## src/rtl/command_fetch_decoder_pkg.sv

```systemverilog
// Shared definitions for the executor command front end: opcode names,
// default command-set shape and the fetch state encoding.
package command_fetch_decoder_pkg;

  localparam int CMD_COUNT_DEFAULT = 16;

  // Bit i set: opcode i+1 is followed by an operand.
  localparam logic [CMD_COUNT_DEFAULT-1:0] HAS_OPERAND_DEFAULT = 16'h00F0;

  localparam logic [7:0] CMD_NOP   = 8'h01;
  localparam logic [7:0] CMD_HALT  = 8'h02;
  localparam logic [7:0] CMD_SYNC  = 8'h03;
  localparam logic [7:0] CMD_FLUSH = 8'h04;
  localparam logic [7:0] CMD_LOAD  = 8'h05;
  localparam logic [7:0] CMD_STORE = 8'h06;
  localparam logic [7:0] CMD_JUMP  = 8'h07;
  localparam logic [7:0] CMD_WAIT  = 8'h08;

  typedef enum logic [1:0] {
    ST_IDLE    = 2'd0,
    ST_OPERAND = 2'd1,
    ST_ISSUE   = 2'd2
  } state_t;

endpackage

```

## src/rtl/command_fetch_decoder_if.sv

```systemverilog
// Byte-stream input and command-presentation output of the fetch decoder.
interface command_fetch_decoder_if
  import command_fetch_decoder_pkg::*;
#(
  parameter int OPCODE_WIDTH  = 8,
  parameter int CMD_COUNT     = CMD_COUNT_DEFAULT,
  parameter int OPERAND_BYTES = 4
);

  logic [OPCODE_WIDTH-1:0]               byte_in;
  logic                                  byte_valid;
  logic                                  byte_ready;
  logic                                  abort;
  logic [CMD_COUNT-1:0]                  cmd_onehot;
  logic [OPERAND_BYTES*OPCODE_WIDTH-1:0] cmd_operand;
  logic                                  cmd_valid;
  logic                                  cmd_ack;
  logic                                  illegal_opcode;
  logic                                  busy;

  modport master (
    output byte_in, byte_valid, abort, cmd_ack,
    input  byte_ready, cmd_onehot, cmd_operand, cmd_valid, illegal_opcode, busy
  );

  modport slave (
    input  byte_in, byte_valid, abort, cmd_ack,
    output byte_ready, cmd_onehot, cmd_operand, cmd_valid, illegal_opcode, busy
  );

endinterface

```

## src/rtl/command_fetch_decoder_opcode_onehot.sv

```systemverilog
// Combinational opcode decode: one-hot of (opcode-1) and a legality flag.
module opcode_onehot #(
  parameter int OPCODE_WIDTH = 8,
  parameter int CMD_COUNT    = 16
) (
  input  logic [OPCODE_WIDTH-1:0] opcode,
  output logic [CMD_COUNT-1:0]    onehot,
  output logic                    legal
);

  always_comb begin
    // NOTE: default every output first so no path through the block infers a latch.
    onehot = '0;
    for (int i = 0; i < CMD_COUNT; i++) begin
      onehot[i] = (opcode == OPCODE_WIDTH'(i + 1));
    end
  end

  // Opcode 0 and anything above CMD_COUNT match no bit.
  assign legal = |onehot;

endmodule

```

## src/rtl/command_fetch_decoder.sv

```systemverilog
// Registered command front end: validates opcodes, assembles little-endian
// operands and presents a one-hot command under a valid/ack handshake.
module command_fetch_decoder
  import command_fetch_decoder_pkg::*;
#(
  parameter int                   OPCODE_WIDTH  = 8,
  parameter int                   CMD_COUNT     = CMD_COUNT_DEFAULT,
  parameter int                   OPERAND_BYTES = 4,
  parameter logic [CMD_COUNT-1:0] HAS_OPERAND   = CMD_COUNT'(HAS_OPERAND_DEFAULT)
) (
  input logic                    clk,
  input logic                    reset,
  command_fetch_decoder_if.slave bus
);

  localparam int CW = $clog2(OPERAND_BYTES + 1);

  state_t               state;
  logic [CW-1:0]        count;
  logic [CMD_COUNT-1:0] pend_onehot;
  logic [CMD_COUNT-1:0] dec_onehot;
  logic                 dec_legal;
  logic                 dec_has_operand;
  logic                 accept;

  opcode_onehot #(
    .OPCODE_WIDTH (OPCODE_WIDTH),
    .CMD_COUNT    (CMD_COUNT)
  ) u_opcode_onehot (
    .opcode (bus.byte_in),
    .onehot (dec_onehot),
    .legal  (dec_legal)
  );

  assign dec_has_operand = |(dec_onehot & HAS_OPERAND);

  // Decoded from the state register only, so no input reaches an output combinationally.
  assign bus.byte_ready = (state != ST_ISSUE);
  assign bus.busy       = (state != ST_IDLE);
  assign accept         = bus.byte_valid && bus.byte_ready;

  // NOTE: sequential state uses non-blocking assignments so every register samples pre-edge values.
  always_ff @(posedge clk or posedge reset) begin
    if (reset) begin
      state              <= ST_IDLE;
      count              <= '0;
      pend_onehot        <= '0;
      bus.cmd_onehot     <= '0;
      bus.cmd_operand    <= '0;
      bus.cmd_valid      <= 1'b0;
      bus.illegal_opcode <= 1'b0;
    end else begin
      bus.illegal_opcode <= 1'b0;
      if (bus.abort) begin
        state           <= ST_IDLE;
        count           <= '0;
        pend_onehot     <= '0;
        bus.cmd_onehot  <= '0;
        bus.cmd_operand <= '0;
        bus.cmd_valid   <= 1'b0;
      end else begin
        case (state)
          ST_IDLE: begin
            if (accept) begin
              if (!dec_legal) begin
                bus.illegal_opcode <= 1'b1;
              end else if (dec_has_operand) begin
                state           <= ST_OPERAND;
                count           <= '0;
                pend_onehot     <= dec_onehot;
                bus.cmd_operand <= '0;
              end else begin
                state           <= ST_ISSUE;
                bus.cmd_valid   <= 1'b1;
                bus.cmd_onehot  <= dec_onehot;
                bus.cmd_operand <= '0;
              end
            end
          end

          ST_OPERAND: begin
            if (accept) begin
              for (int k = 0; k < OPERAND_BYTES; k++) begin
                if (count == CW'(k)) begin
                  bus.cmd_operand[k*OPCODE_WIDTH +: OPCODE_WIDTH] <= bus.byte_in;
                end
              end
              if (count == CW'(OPERAND_BYTES - 1)) begin
                state          <= ST_ISSUE;
                count          <= '0;
                bus.cmd_valid  <= 1'b1;
                bus.cmd_onehot <= pend_onehot;
              end else begin
                count <= count + 1'b1;
              end
            end
          end

          ST_ISSUE: begin
            if (bus.cmd_ack) begin
              state           <= ST_IDLE;
              pend_onehot     <= '0;
              bus.cmd_valid   <= 1'b0;
              bus.cmd_onehot  <= '0;
              bus.cmd_operand <= '0;
            end
          end

          default: state <= ST_IDLE;
        endcase
      end
    end
  end

endmodule

```

## src/flat_wrapper.sv

```systemverilog
// flat-port wrapper written by rule: the top's interface ports become plain ports
module command_fetch_decoder_flat import command_fetch_decoder_pkg::*;
#(
  parameter int                   OPCODE_WIDTH  = 8,
  parameter int                   CMD_COUNT     = CMD_COUNT_DEFAULT,
  parameter int                   OPERAND_BYTES = 4,
  parameter logic [CMD_COUNT-1:0] HAS_OPERAND   = CMD_COUNT'(HAS_OPERAND_DEFAULT)
)
  (clk, reset, bus_byte_in, bus_byte_valid, bus_abort, bus_cmd_ack, bus_byte_ready, bus_cmd_onehot, bus_cmd_operand, bus_cmd_valid, bus_illegal_opcode, bus_busy);
  command_fetch_decoder_if #(.OPCODE_WIDTH(OPCODE_WIDTH), .CMD_COUNT(CMD_COUNT), .OPERAND_BYTES(OPERAND_BYTES)) bus_i ();
  input logic clk;
  input logic reset;
  input wire logic [$bits(bus_i.byte_in)-1:0] bus_byte_in;
  input wire logic [$bits(bus_i.byte_valid)-1:0] bus_byte_valid;
  input wire logic [$bits(bus_i.abort)-1:0] bus_abort;
  input wire logic [$bits(bus_i.cmd_ack)-1:0] bus_cmd_ack;
  output wire logic [$bits(bus_i.byte_ready)-1:0] bus_byte_ready;
  output wire logic [$bits(bus_i.cmd_onehot)-1:0] bus_cmd_onehot;
  output wire logic [$bits(bus_i.cmd_operand)-1:0] bus_cmd_operand;
  output wire logic [$bits(bus_i.cmd_valid)-1:0] bus_cmd_valid;
  output wire logic [$bits(bus_i.illegal_opcode)-1:0] bus_illegal_opcode;
  output wire logic [$bits(bus_i.busy)-1:0] bus_busy;
  assign bus_i.byte_in = bus_byte_in;
  assign bus_i.byte_valid = bus_byte_valid;
  assign bus_i.abort = bus_abort;
  assign bus_i.cmd_ack = bus_cmd_ack;
  assign bus_byte_ready = bus_i.byte_ready;
  assign bus_cmd_onehot = bus_i.cmd_onehot;
  assign bus_cmd_operand = bus_i.cmd_operand;
  assign bus_cmd_valid = bus_i.cmd_valid;
  assign bus_illegal_opcode = bus_i.illegal_opcode;
  assign bus_busy = bus_i.busy;
  command_fetch_decoder #(.OPCODE_WIDTH(OPCODE_WIDTH), .CMD_COUNT(CMD_COUNT), .OPERAND_BYTES(OPERAND_BYTES), .HAS_OPERAND(HAS_OPERAND)) u_core (.clk(clk), .reset(reset), .bus(bus_i));
endmodule
```

## config.mk

```make
export PLATFORM = sky130hd
export DESIGN_NAME = command_fetch_decoder_flat
export DESIGN_NICKNAME = d
export VERILOG_FILES = /design/src/rtl/command_fetch_decoder_pkg.sv /design/src/rtl/command_fetch_decoder_if.sv /design/src/rtl/command_fetch_decoder_opcode_onehot.sv /design/src/rtl/command_fetch_decoder.sv /design/src/flat_wrapper.sv
export SDC_FILE = /design/constraint.sdc
export NUM_CORES = 1
export LEC_CHECK = 0
export CAP_MARGIN = 0
export CORE_MARGIN = 2
export CORE_UTILIZATION = 33
export CTS_CLUSTER_DIAMETER = 150
export DETAILED_ROUTE_END_ITERATION = 16
export PLACE_DENSITY = 0.57
export RECOVER_POWER = 100
export SYNTH_ARGS = -nofsm -noshare
export SYNTH_HDL_FRONTEND = slang
export SYNTH_HIERARCHICAL = 1
export SYNTH_SLANG_ARGS = --single-unit
```

## constraint.sdc

```tcl
create_clock -name clk -period 4.2 [get_ports clk]
set_clock_uncertainty 0.05 [all_clocks]
set_input_delay 1.05 -clock clk [delete_from_list [all_inputs] [get_ports clk]]
set_output_delay 1.05 -clock clk [all_outputs]
set_load 0.01 [all_outputs]
```

## After elaboration in Yosys (flattened, before gate mapping)

Index checks and enable logic that the tools add are counted.

- Logic and storage cells: 110
- Input port bits: 13
- Register bits after elaboration: 71

- Eq/ne operators: 32
- Add/subtract/negate cells: 1
- Reductions and logical operators: 17
- Muxes and demuxes: 50

Operators with widths:

| cell | number |
|---|---|
| 16-bit two-way mux | 11 |
| 32-bit two-way mux | 5 |
| 32-bit one-hot mux with 3 select lines | 1 |
| 8-bit by 4-bit equality test with 1-bit output, second input constant | 8 |
| 16-bit one-hot mux with 3 select lines | 1 |
| 8-bit by 3-bit equality test with 1-bit output, second input constant | 4 |
| 8-bit two-way mux | 4 |
| 16-bit one-hot mux with 2 select lines | 1 |
| 3-bit by 2-bit inequality test with 1-bit output, second input constant | 8 |
| 6-bit AND reduction | 4 |
| 3-bit two-way mux | 6 |
| 8-bit by 2-bit equality test with 1-bit output, second input constant | 2 |
| 16-bit OR reduction | 1 |
| 5-bit AND reduction | 3 |
| 2-bit two-way mux | 7 |
| 1-bit two-way mux | 11 |
| 8-bit by 1-bit equality test with 1-bit output, second input constant | 1 |
| 8-bit by 5-bit equality test with 1-bit output, second input constant | 1 |
| 7-bit AND reduction | 1 |
| 3-bit by 2-bit equality test with 1-bit output, second input constant | 2 |
| 3-bit inequality test, second input constant | 2 |
| 2-bit one-hot mux with 3 select lines | 1 |
| 3-bit one-hot mux with 2 select lines | 1 |
| 3-bit nonzero test | 2 |
| other kinds (12) | 12 |

## Depth between registers and ports, before layout

- Depth after elaboration: 7
- Mapped depth: 8
- Mapped depth without buffers: 7

## Modules after synthesis

The synthesis kept the hierarchy.

Modules (own cells, without submodules):

| module | sequential area each (um2) | cells an instance | area each (um2) | times used |
|---|---|---|---|---|
| command_fetch_decoder | 1776.7 | 260 | 3319.4 | 1 |
| opcode_onehot | 0.0 | 36 | 215.2 | 1 |

## Least setup slack after synthesis

OpenSTA, ideal clock, no wires.

- Kind: input to register
- Start: input bus_byte_in[7]
- End: register u_core.bus.cmd_onehot[0]
- Data arrival time: 2.724 ns
- Stages on the path: 8
- Library setup time: 0.125 ns
- Setup slack: 1.301 ns
- Data required time: 4.025 ns
- Path through: nor2_4 -> nand3b_1 -> nor2_1 -> nor4_1 -> o22ai_1 -> nor3_4 -> buf_6 -> mux2_4

- Elaborated cells on any way between the ends: 26
- Classes of those cells: eq/ne: 18; mux: 5; reduce/logical: 3

RTL lines:

| what | RTL line | text |
|---|---|---|
| from (decl) | flat_wrapper.sv:13 | `input wire logic [$bits(bus_i.byte_in)-1:0] bus_byte_in;` |
| 8-bit by 4-bit equality test with 1-bit output * | command_fetch_decoder_opcode_onehot.sv:15 | `onehot[i] = (opcode == OPCODE_WIDTH'(i + 1));` |
| net u_core.dec_onehot[7] | command_fetch_decoder.sv:21 | `logic [CMD_COUNT-1:0] dec_onehot;` |
| 16-bit OR reduction or 4-bit OR reduction (tied branches) | command_fetch_decoder_opcode_onehot.sv:20, command_fetch_decoder.sv:35 |  |
| 3-bit by 2-bit inequality test with 1-bit output (no line) or 3-bit inequality test (tied branches) | n/a |  |
| 7-bit AND reduction (no line) * | n/a |  |
| to (signal assigned) | command_fetch_decoder.sv:75 | `bus.cmd_onehot <= dec_onehot;` |
| to (signal assigned) | command_fetch_decoder.sv:92 | `bus.cmd_onehot <= pend_onehot;` |
| to (decl) | command_fetch_decoder_if.sv:28 | `output byte_ready, cmd_onehot, cmd_operand, cmd_valid, illegal_opcode, busy` |

Mark *: on every way through the listed nets, which the timed path passes. The rest lies on a longest branch. The select of a mux whose other input is x is not followed.
A chain may end at the register's enable or synchronous reset.

## Worst setup path in the final report

- Start: input bus_byte_in[3]
- End: register u_core.bus.cmd_operand[14]

- Longest elaborated chain between the ends: 4
- Elaborated cells on any way between the ends: 19
- Classes of those cells: eq/ne: 17; reduce/logical: 2

Ends and longest elaborated chain:

| what | RTL line | text |
|---|---|---|
| 8-bit by 1-bit equality test with 1-bit output (tied with other cells) | command_fetch_decoder_opcode_onehot.sv:15 |  |
| 16-bit OR reduction * | command_fetch_decoder_opcode_onehot.sv:20 | `assign legal = \|onehot;` |
| net u_core.dec_legal | command_fetch_decoder.sv:22 | `logic dec_legal;` |
| 3-bit by 2-bit inequality test with 1-bit output (no line) * | n/a |  |
| 6-bit AND reduction (no line) * | n/a |  |
| to (signal, indexed assignment) | command_fetch_decoder.sv:85 | `bus.cmd_operand[k*OPCODE_WIDTH +: OPCODE_WIDTH] <= bus.byte_in;` |
| to (decl) | command_fetch_decoder_if.sv:28 |  |

Mark *: on every way through the listed nets, which the timed path passes. The rest lies on a longest branch.

==> metrics.md <==
| Metric | Value |
|---|---|
| Leak pwr | `2.18 nW` |
| Worst r2r path cells | `7` |
| Vias | `2552` |
| Top-count cell post-synth | `dfrtp_1` |
| Io pins | `65` |
| Min-Delay Path Class | `flip-flop to flip-flop` |
| Final hold violation count | `0` |
| F_max | `0.267 GHz` |
| DRT Pass-1 Iters | `4` |
| Tcrit/Tclk final | `between 80 and 90%` |
| CP Capture Point | `u_core/bus.cmd_operand[14]` |
| Initial Utilization | `34.1%` |
| Crit path cell chain | `dlygate4sd3_1, nor4b_1, o21ai_0, o21ai_0, and2_0, o32ai_1, buf_4, nor3_2, mux2_2` |
| Antenna Nets Post-Route | `0` |
| Proportion of layout cells with a drive suffix above 1 | `19.0%` |
| Placed cell areas | `0.00438 mm^2` |
| Critical path origin | `bus_byte_in[3]` |
| Tightest Pin Transition | `roughly 1400 ps` |
| CP dominant cell by count | `o21ai_0` |
| Count of final setup violators | `0` |
| CP max stage delay | `680 ps` |
| CTS Sinks | `71` |
| Worst R2R Start | `u_core/state[0]` |
| Total grt overflow | `0` |
| Gate Count Post-Synth | `296` |
| CTS tree | `built` |
| Worst-Skew Late Latency | `370 ps` |
| Area leader, netlist | `dfrtp_1` |
| Required @ worst endpoint | `4400 ps` |
| Setup repair after global routing missed its margin | `false` |
| Post-synth top flop | `dfrtp_1` |
| Resized Gates After CTS | `0` |
| First-pass GRT wire length | `13900 um` |
| Final Wtd Congestion | `0.795` |
| Fillers | `1011` |
| RR Endpoint | `u_core/bus.cmd_operand[14]` |
| Worst Hold Launch | `u_core/bus.cmd_onehot[0]` |
| Element type at the critical path end | `flip-flop` |
| Flip-flop and latch count after synthesis | `between 70 and 80` |
| Number of vias per cell | `approximately 5.0` |
| Core ar. | `0.0104 mm^2` |
| Crit-path max FO | `13` |
| Flop2flop setup slack | `1670 ps` |
| Largest net degree at the start of global routing | `38` |
| Status | `complete, no violations` |
| Maximum vdd drop | `0.147 mV` |
| Slew HR | `6.39%` |
| Critical path's top delay family | `simple AND/OR/NAND/NOR gates` |
| Post-CTS Setup Inserts | `0` |
| Setup_tns | `0 ps` |
| Mapped Nets | `between 300 and 400` |
| Initial antenna violation count | `0` |
| Slowest stage cell on the critical path | `dlygate4sd3_1` |
| Cts bufs inserted | `9` |
| Die width | `107 um` |
| Post-route cell area | `0.00448 mm^2` |
| Gr usage total | `15.6%` |
| Crit start category | `input pin` |
| DRC | `0` |
| Post-synth top area share | `50.3%` |
| Die ar. | `0.0116 mm^2` |
| Longest Clk Path Bufs | `2` |
| Number of global-route vias before repair | `~2600` |
| CP Class | `input pin to flip-flop` |
| Max Cap Viol | `0` |
| PortBufs | `64` |
| Die height | `approximately 110 um` |
| Synth top cells by count | `dfrtp_1, mux2_2, nor2_1` |
| Cell variety after synth | `43` |
| CP Buf/Inv Count | `2` |
| Root Driver | `clkbuf_8` |
| Mean Syn Cell Area | `11.9 um^2` |
| CP arrival | `about 4000 ps` |
| Share of synthesized registers carrying an async set or reset | `100%` |
| Total stage count of the critical path | `9` |
| Post-synthesis sequential area ratio | `50.3%` |
| DRT iter0 DRCs | `85` |
| Layout area overhead | `26.7%` |
| Htree depth | `3` |
| Fin nets | `389` |
| Synthesized area | `0.00353 mm^2` |
| Diodes inserted | `0` |
| Post-synth EDFFs | `0` |
| Final Max Tran Viols | `0` |
| Power Density | `400 mW/mm^2` |
| DP HPWL | `5840 um` |
| Clk pin slew, worst setup/hold paths | `around 80 ps` |
| Hold_buf cts | `0` |
| Rows | `37` |
| Routed WL per cell | `16.5 um` |
| Synthesis Warnings | `6` |
| Final Power | `1.79 mW` |
| Minimum clock period | `3740 ps` |
| Final WL | `approximately 8400 um` |
| Area contributors post-synth | `dfrtp_1, mux2_2, a22o_1, mux2_4, nor2_1` |
==> cell type report <==
| class | count | area, um^2 | area share [%] |
|---|---|---|---|
| Inverter | 8 | 30.0 | 0.671 |
| Multi-Input combinational cell | 208 | 1610 | 35.9 |
| Clock inverter | 7 | 72.6 | 1.62 |
| Tap cell | 136 | 170 | 3.80 |
| Clock buffer | 9 | 124 | 2.77 |
| Timing Repair Buffer | 71 | 696 | 15.5 |
| Sequential cell | 71 | 1780 | 39.7 |
==> logic make-up after synthesis <==
family	after synthesis	synth area share (%)
flip-flops	71	50.3
AO/OA/AOI/OAI	50	9.91
AND/OR/NAND/NOR	102	18.5
buffers and inverters	17	2.16
adder cells (fa/ha/maj)	7	2.48
multiplexers	49	16.7
==> through the flow <==
step / worst slack (ps) / utilization (%) / instances / hold WS, ps
2_1_floorplan: 1300 / - / 296 / 416
4_1_cts: 730 / 44.1 / 510 / 458
5_1_grt: 272 / 43.2 / 510 / 468
6_report: 458 / 43.2 / 510 / 436
3_5_place_dp: 336 / 42.2 / 494 / 431
3_3_place_gp: 389 / 42.2 / 494 / 426
==> where the power goes <==
group / total [mW] / switching, mW / internal, mW
Combinational: 0.516 / 0.311 / 0.205
Sequential: 0.706 / 0.00946 / 0.696
Clock: 0.567 / 0.292 / 0.275
Total: 1.79 / 0.613 / 1.18
==> flip-flops by register name, summed over array words and instances, names as in the netlist <==
register / cells
u_core/bus.cmd_onehot: 16
u_core/bus.cmd_operand: 32
u_core/bus.cmd_valid: 1
u_core/bus.illegal_opcode: 1
u_core/count: 3
u_core/pend_onehot: 16
u_core/state: 2
==> per-layer routing <==
layer	share of wire, %	track usage, %	vias to the layer above
met2	43	21.7	67
li1	-	-	1208
met4	1.5	5.31	0
met1	52	23.4	1269
met3	4.1	4.18	8
met5	0	0	-
==> how the worst min path moves through the flow <==
| stage | endpoint | cells after the start | slack, ps |
|---|---|---|---|
| floorplan | u_core/pend_onehot[15] | 1 | 420 |
| detailed placement | u_core/pend_onehot[11] | 1 | 430 |
| CTS | u_core/pend_onehot[1] | 1 | 460 |
| global route | u_core/bus.cmd_onehot[2] | 1 | 470 |
| finish | u_core/bus.cmd_onehot[0] | 1 | 440 |
| global placement | u_core/bus.cmd_operand[19] | 1 | 430 |
==> placed cells by master (no fill, tap or decap), types with 9 or more instances in the layout <==
master / n
a21oi_1: 21
a22o_1: 18
clkbuf_8: 9
clkdlybuf4s50_1: 10
dfrtp_1: 71
dlygate4sd3_1: 54
mux2_1: 11
mux2_2: 36
nor2_1: 34
nor2b_1: 17
(Power assumes the default switching activity.)
